`src/rtl/shift_pkg.sv`:
```
// Shared shift encodings: MIPS funct codes, shifter op select, amount width.
package shift_pkg;
  localparam int AMT_W = 5;

  localparam logic [5:0] FUNCT_SLL  = 6'b000000;
  localparam logic [5:0] FUNCT_SRL  = 6'b000010;
  localparam logic [5:0] FUNCT_SRA  = 6'b000011;
  localparam logic [5:0] FUNCT_SLLV = 6'b000100;
  localparam logic [5:0] FUNCT_SRLV = 6'b000110;
  localparam logic [5:0] FUNCT_SRAV = 6'b000111;

  typedef enum logic [1:0] {
    OP_SLL = 2'b00,
    OP_SRL = 2'b01,
    OP_SRA = 2'b10
  } shift_op_e;

  // Per-entry control word kept in the FIFO alongside the data operand.
  typedef struct packed {
    shift_op_e        op;
    logic [AMT_W-1:0] amt;
  } shift_ctl_t;
endpackage

```
`src/rtl/shift_decode.sv`:
```
// Combinational decode of an R-type shift into shifter operands {legal, op, S, X}.
module shift_decode
  import shift_pkg::*;
#(
  parameter int N = 32
) (
  input  logic [5:0]       funct,
  input  logic [AMT_W-1:0] shamt,
  input  logic [N-1:0]     rs_data,
  input  logic [N-1:0]     rt_data,
  output logic             legal,
  output shift_op_e        op,
  output logic [31:0]      s,
  output logic [N-1:0]     x
);
  logic [AMT_W-1:0] amt;
  // Only the low amount bits of rs matter to the shifter.
  logic unused_rs_hi;
  assign unused_rs_hi = ^rs_data[N-1:AMT_W];

  always_comb begin
    legal = 1'b1;
    op    = OP_SLL;
    amt   = shamt;
    unique case (funct)
      FUNCT_SLL:  begin op = OP_SLL; amt = shamt;              end
      FUNCT_SRL:  begin op = OP_SRL; amt = shamt;              end
      FUNCT_SRA:  begin op = OP_SRA; amt = shamt;              end
      FUNCT_SLLV: begin op = OP_SLL; amt = rs_data[AMT_W-1:0]; end
      FUNCT_SRLV: begin op = OP_SRL; amt = rs_data[AMT_W-1:0]; end
      FUNCT_SRAV: begin op = OP_SRA; amt = rs_data[AMT_W-1:0]; end
      default:    legal = 1'b0;
    endcase
  end

  assign s = {{(32-AMT_W){1'b0}}, amt};
  assign x = rt_data;
endmodule

```
`src/rtl/shift_issue.sv`:
```
// Shift decode-and-issue stage: decodes shift instructions into a small FIFO
// feeding the combinational shifter; illegal functs are dropped and counted.
module shift_issue
  import shift_pkg::*;
#(
  parameter int N     = 32,
  parameter int DEPTH = 2
) (
  input  logic          clk,
  input  logic          rst,
  input  logic          in_valid,
  output logic          in_ready,
  input  logic [5:0]    funct,
  input  logic [4:0]    shamt,
  input  logic [N-1:0]  rs_data,
  input  logic [N-1:0]  rt_data,
  output logic          out_valid,
  input  logic          out_ready,
  output logic [N-1:0]  out_X,
  output logic [31:0]   out_S,
  output logic [1:0]    out_op,
  output logic [7:0]    illegal_cnt
);
  localparam int PW = $clog2(DEPTH);
  localparam int CW = PW + 1;

  logic            dec_legal;
  shift_op_e       dec_op;
  logic [31:0]     dec_s;
  logic [N-1:0]    dec_x;

  shift_decode #(.N(N)) u_dec (
    .funct   (funct),
    .shamt   (shamt),
    .rs_data (rs_data),
    .rt_data (rt_data),
    .legal   (dec_legal),
    .op      (dec_op),
    .s       (dec_s),
    .x       (dec_x)
  );

  // S is always a zero-extended amount, so only the low bits are stored.
  logic unused_dec_s_hi;
  assign unused_dec_s_hi = ^dec_s[31:AMT_W];

  logic [N-1:0]    mem_x   [DEPTH];
  shift_ctl_t      mem_ctl [DEPTH];
  logic [PW-1:0]   wptr, rptr;
  logic [CW-1:0]   count;
  logic            full, empty, accept, push, pop;

  assign full     = (count == CW'(DEPTH));
  assign empty    = (count == '0);
  assign in_ready = !full;
  assign accept   = in_valid && in_ready;
  assign push     = accept && dec_legal;
  assign pop      = out_valid && out_ready;

  always_ff @(posedge clk or posedge rst) begin
    if (rst) begin
      wptr        <= '0;
      rptr        <= '0;
      count       <= '0;
      illegal_cnt <= '0;
    end else begin
      if (push) wptr <= wptr + PW'(1);
      if (pop)  rptr <= rptr + PW'(1);
      if (push && !pop)      count <= count + CW'(1);
      else if (pop && !push) count <= count - CW'(1);
      if (accept && !dec_legal && illegal_cnt != 8'hFF)
        illegal_cnt <= illegal_cnt + 8'd1;
    end
  end

  // Storage needs no reset; occupancy gates every read.
  always_ff @(posedge clk) begin
    if (push) begin
      mem_x[wptr]   <= dec_x;
      mem_ctl[wptr] <= '{op: dec_op, amt: dec_s[AMT_W-1:0]};
    end
  end

  shift_ctl_t head_ctl;
  assign head_ctl  = mem_ctl[rptr];
  assign out_valid = !empty;
  assign out_X     = empty ? '0 : mem_x[rptr];
  assign out_S     = empty ? '0 : {{(32-AMT_W){1'b0}}, head_ctl.amt};
  assign out_op    = empty ? 2'b00 : head_ctl.op;
endmodule

```
`config.mk`:
```
export PLATFORM = sky130hd
export DESIGN_NAME = shift_issue
export DESIGN_NICKNAME = d
export VERILOG_FILES = /design/src/rtl/shift_pkg.sv /design/src/rtl/shift_decode.sv /design/src/rtl/shift_issue.sv
export SDC_FILE = /design/constraint.sdc
export NUM_CORES = 1
export LEC_CHECK = 0
export ABC_AREA = 1
export CORE_MARGIN = 4
export CORE_UTILIZATION = 40
export CTS_CLUSTER_SIZE = 8
export DETAILED_ROUTE_END_ITERATION = 10
export PLACE_DENSITY = 0.77
export SETUP_SLACK_MARGIN = 0.05
export SLEW_MARGIN = 10
export SYNTH_ARGS = -nofsm -noshare
export SYNTH_HDL_FRONTEND = slang
export SYNTH_SLANG_ARGS = --single-unit
```
`constraint.sdc`:
```
create_clock -name clk -period 2.55 [get_ports clk]
set_input_delay 0.51 -clock clk [delete_from_list [all_inputs] [get_ports clk]]
set_output_delay 0.51 -clock clk [all_outputs]
set_load 0.01 [all_outputs]
```
==> flow_summary.json, run 1 <==
{
  "outcome": "finished, final reports clean",
  "ant_nets": 0,
  "ys_types": 27,
  "cts_buffer_depth": 2,
  "final_nets": 549,
  "p_leak_nw": 2.093,
  "power.total_w": 0.004927,
  "hpwl_um": 5758,
  "syn_area_mm2": 0.004049,
  "rsz0062_at_grt": "true",
  "slew_viol_final": 0,
  "r2r_cells": 7,
  "cp.arrival_ps": 1880,
  "final_util": 0.5451,
  "syn_inst": 360,
  "core_mm2": 0.009819,
  "multi_input_area_mm2": 0.001169,
  "synth_top_area_frac": 0.5785,
  "gp_congestion": 0.8378,
  "grt_overflow_total": 0,
  "drt_wl_total_um": 8104,
  "viasPerCell": 4.480,
  "ys_ff_latch": 90,
  "synth-edff-count": 78,
  "diodes": 0,
  "clock_latency_ps": 350,
  "grt_max_degree": 28,
  "vias": 2715,
  "grt_usage": 0.1425,
  "yosysTopAreaCell": "edfxtp_1",
  "fmax_mhz": 418.7,
  "period_needed_ps": 2388,
  "cts_hold_buf": 0,
  "cts_tree": "built",
  "wl_per_cell_um": 13.37,
  "start_util": 0.4123,
  "cts.sinks": 90,
  "fillers": 854,
  "required_ps": 2040,
  "root_buffer": "clkbuf_8",
  "drt_iter0_drc": 112,
  "netlist_top_cells_area": "edfxtp_1 58%, nand2_1 12%, dfrtp_1 7.4%, buf_4 5.2%, a21oi_1 3.7%",
  "cts_max_level": 3,
  "min_period_over_period": 0.9366,
  "grt_antenna_before_repair": 0,
  "dieArea_mm2": 0.01180,
  "endpoint_kind": "primary output",
  "ir_worst_vdd_uv": 526.4,
  "regToRegStartpoint": "count[0]",
  "r2r-end": "mem_x[1][8]",
  "fin_tns_setup_ps": 0,
  "regToRegSetupSlack_ps": 1000,
  "io_buffers": 100,
  "yosysMostFrequentCell": "nand2_1",
  "synth_ff_type": "edfxtp_1",
  "grt_pass1_vias": 2618,
  "startpoint_type": "flip-flop",
  "drcViolationCount": 0,
  "fin_worst_skew_ps": 6.092,
  "hold_viol_final": 0,
  "synth_commonest_cells": "129 x nand2_1, 78 x edfxtp_1, 30 x a21oi_1",
  "final_layout_size_suffix_gt1_frac": 0.1268,
  "io_pins": 155,
  "cts-buffers-inserted": 9,
  "path_max_fanout": 13,
  "ys_seq_area_frac": 0.6527,
  "async_reset_ff_frac": 0.1333,
  "setup_violations": 0,
  "hold_path_class": "input port to async pin",
  "first_pass_iters": 4,
  "clk_pin_slew_ps": 80,
  "avgSynthCellArea_um2": 11.25,
  "worstSetupPathType": "flip-flop to primary output",
  "grt_first_pass_wirelength_um": 12850,
  "powerDensity_mw_per_mm2": 920.5,
  "yosysWarnings": 0,
  "area_delta_synth_final_pct": 32.20,
  "maxCapViolations": 0,
  "num_rows": 36,
  "regArea_mm2": 0.002643,
  "die_w_um": 108.6,
  "fp.dieH_um": 108.6
}
cells in the final DEF (no fill, tap or decap):
cell type / netlist / routed
o21ai_0: 8 / 8
clkinv_4: 1 / 1
nand3_1: 3 / 3
buf_8: 0 / 1
nor3_1: 1 / 1
nand2_4: 3 / 3
inv_2: 5 / 6
buf_4: 28 / 9
clkbuf_8: 0 / 11
nand3_4: 2 / 2
a21oi_2: 10 / 14
inv_1: 12 / 11
clkbuf_1: 2 / 3
ha_1: 2 / 2
nor2_4: 5 / 6
xor2_1: 5 / 5
nor2_1: 6 / 5
xnor2_1: 1 / 1
a21oi_1: 30 / 26
nand4_1: 2 / 2
buf_6: 3 / 1
edfxtp_1: 78 / 78
nand2_1: 129 / 129
dlymetal6s2s_1: 0 / 4
bufinv_16: 0 / 1
clkinv_2: 0 / 1
nor2_2: 1 / 1
dfrtp_1: 12 / 12
clkdlybuf4s50_1: 0 / 96
nand2_2: 3 / 3
conb_1: 1 / 27
routing by layer:
metal | global-route usage | vias to the layer above | wire length (um)
met2 | 0.2299 | 102 | 3960
li1 | - | 1357 | -
met3 | 0.04204 | 11 | 575
met4 | 0.05230 | 0 | 116
met5 | 0 | - | 0
met1 | 0.1826 | 1245 | 3451
worst max path at each step:
| stage | to | depth (start not counted) | start |
|---|---|---|---|
| 2_1_floorplan | mem_ctl[1][0] | 6 | funct[5] |
| 3_3_place_gp | mem_x[1][30] | 8 | funct[1] |
| 3_5_place_dp | mem_x[1][2] | 8 | funct[1] |
| 4_1_cts | out_X[21] | 6 | count[0] |
| 5_1_grt | out_X[1] | 6 | count[1] |
| 6_report | out_X[1] | 6 | count[0] |
logic make-up after synthesis:
family          count (synthesis)  synth area share
simple gates                  155            0.1703
flops                          90            0.6527
buf+inv                        58           0.08838
compound gates                 48           0.06860
xor+xnor                        6           0.01298
fa+ha+maj                       2          0.006179
other cells                     1         0.0009262
worst max-delay path: stages (launching register included):
cell and delay (ps):
dfrtp_1 380, inv_2 70, nand2_2 100, inv_2 50, buf_4 190, a21oi_1 170
clkdlybuf4s50_1 570
flip-flops by register name, summed over array words and instances (netlist names):
name / count
count: 2
illegal_cnt: 8
mem_ctl: 14
mem_x: 64
rptr: 1
wptr: 1
what timing repair did:
action                     in CTS  in global routing
resized for setup               0                 11
setup buffers                   0                  0
setup endpoints to repair       0                 29
layout make-up:
class,instances,area share
well taps,133,0.03109
multi-input cells,238,0.2183
inverters,18,0.01356
clock inverters,2,0.006545
repair buffers,111,0.2064
clock buffers,14,0.03039
flip-flops and latches,90,0.4937
report_power, final:
part	total (W)	switching [W]	internal, W
logic	0.00217	0.00113	0.00105
registers	0.00180	0.0000907	0.00171
clock network	0.000956	0.000449	0.000507
metrics by stage:
stage	worst slack (ps)	std cells	hold slack [ps]	cell area, um2
floorplan	121.7	386	374.7	4149
global placement	366.1	590	455.2	5119
detailed placement	366.4	590	467.4	5119
CTS	56.82	606	478.5	5316
global route	40.34	606	505.9	5353
finish	161.8	606	478.9	5353
(Power assumes the default switching activity.)
==> inputs of run 2 (changes only) <==
Settings changed: CAP_MARGIN set to 30.
==> results of run 2 <==
No change in the layout: final DEF, timing and power equal those of run 1.
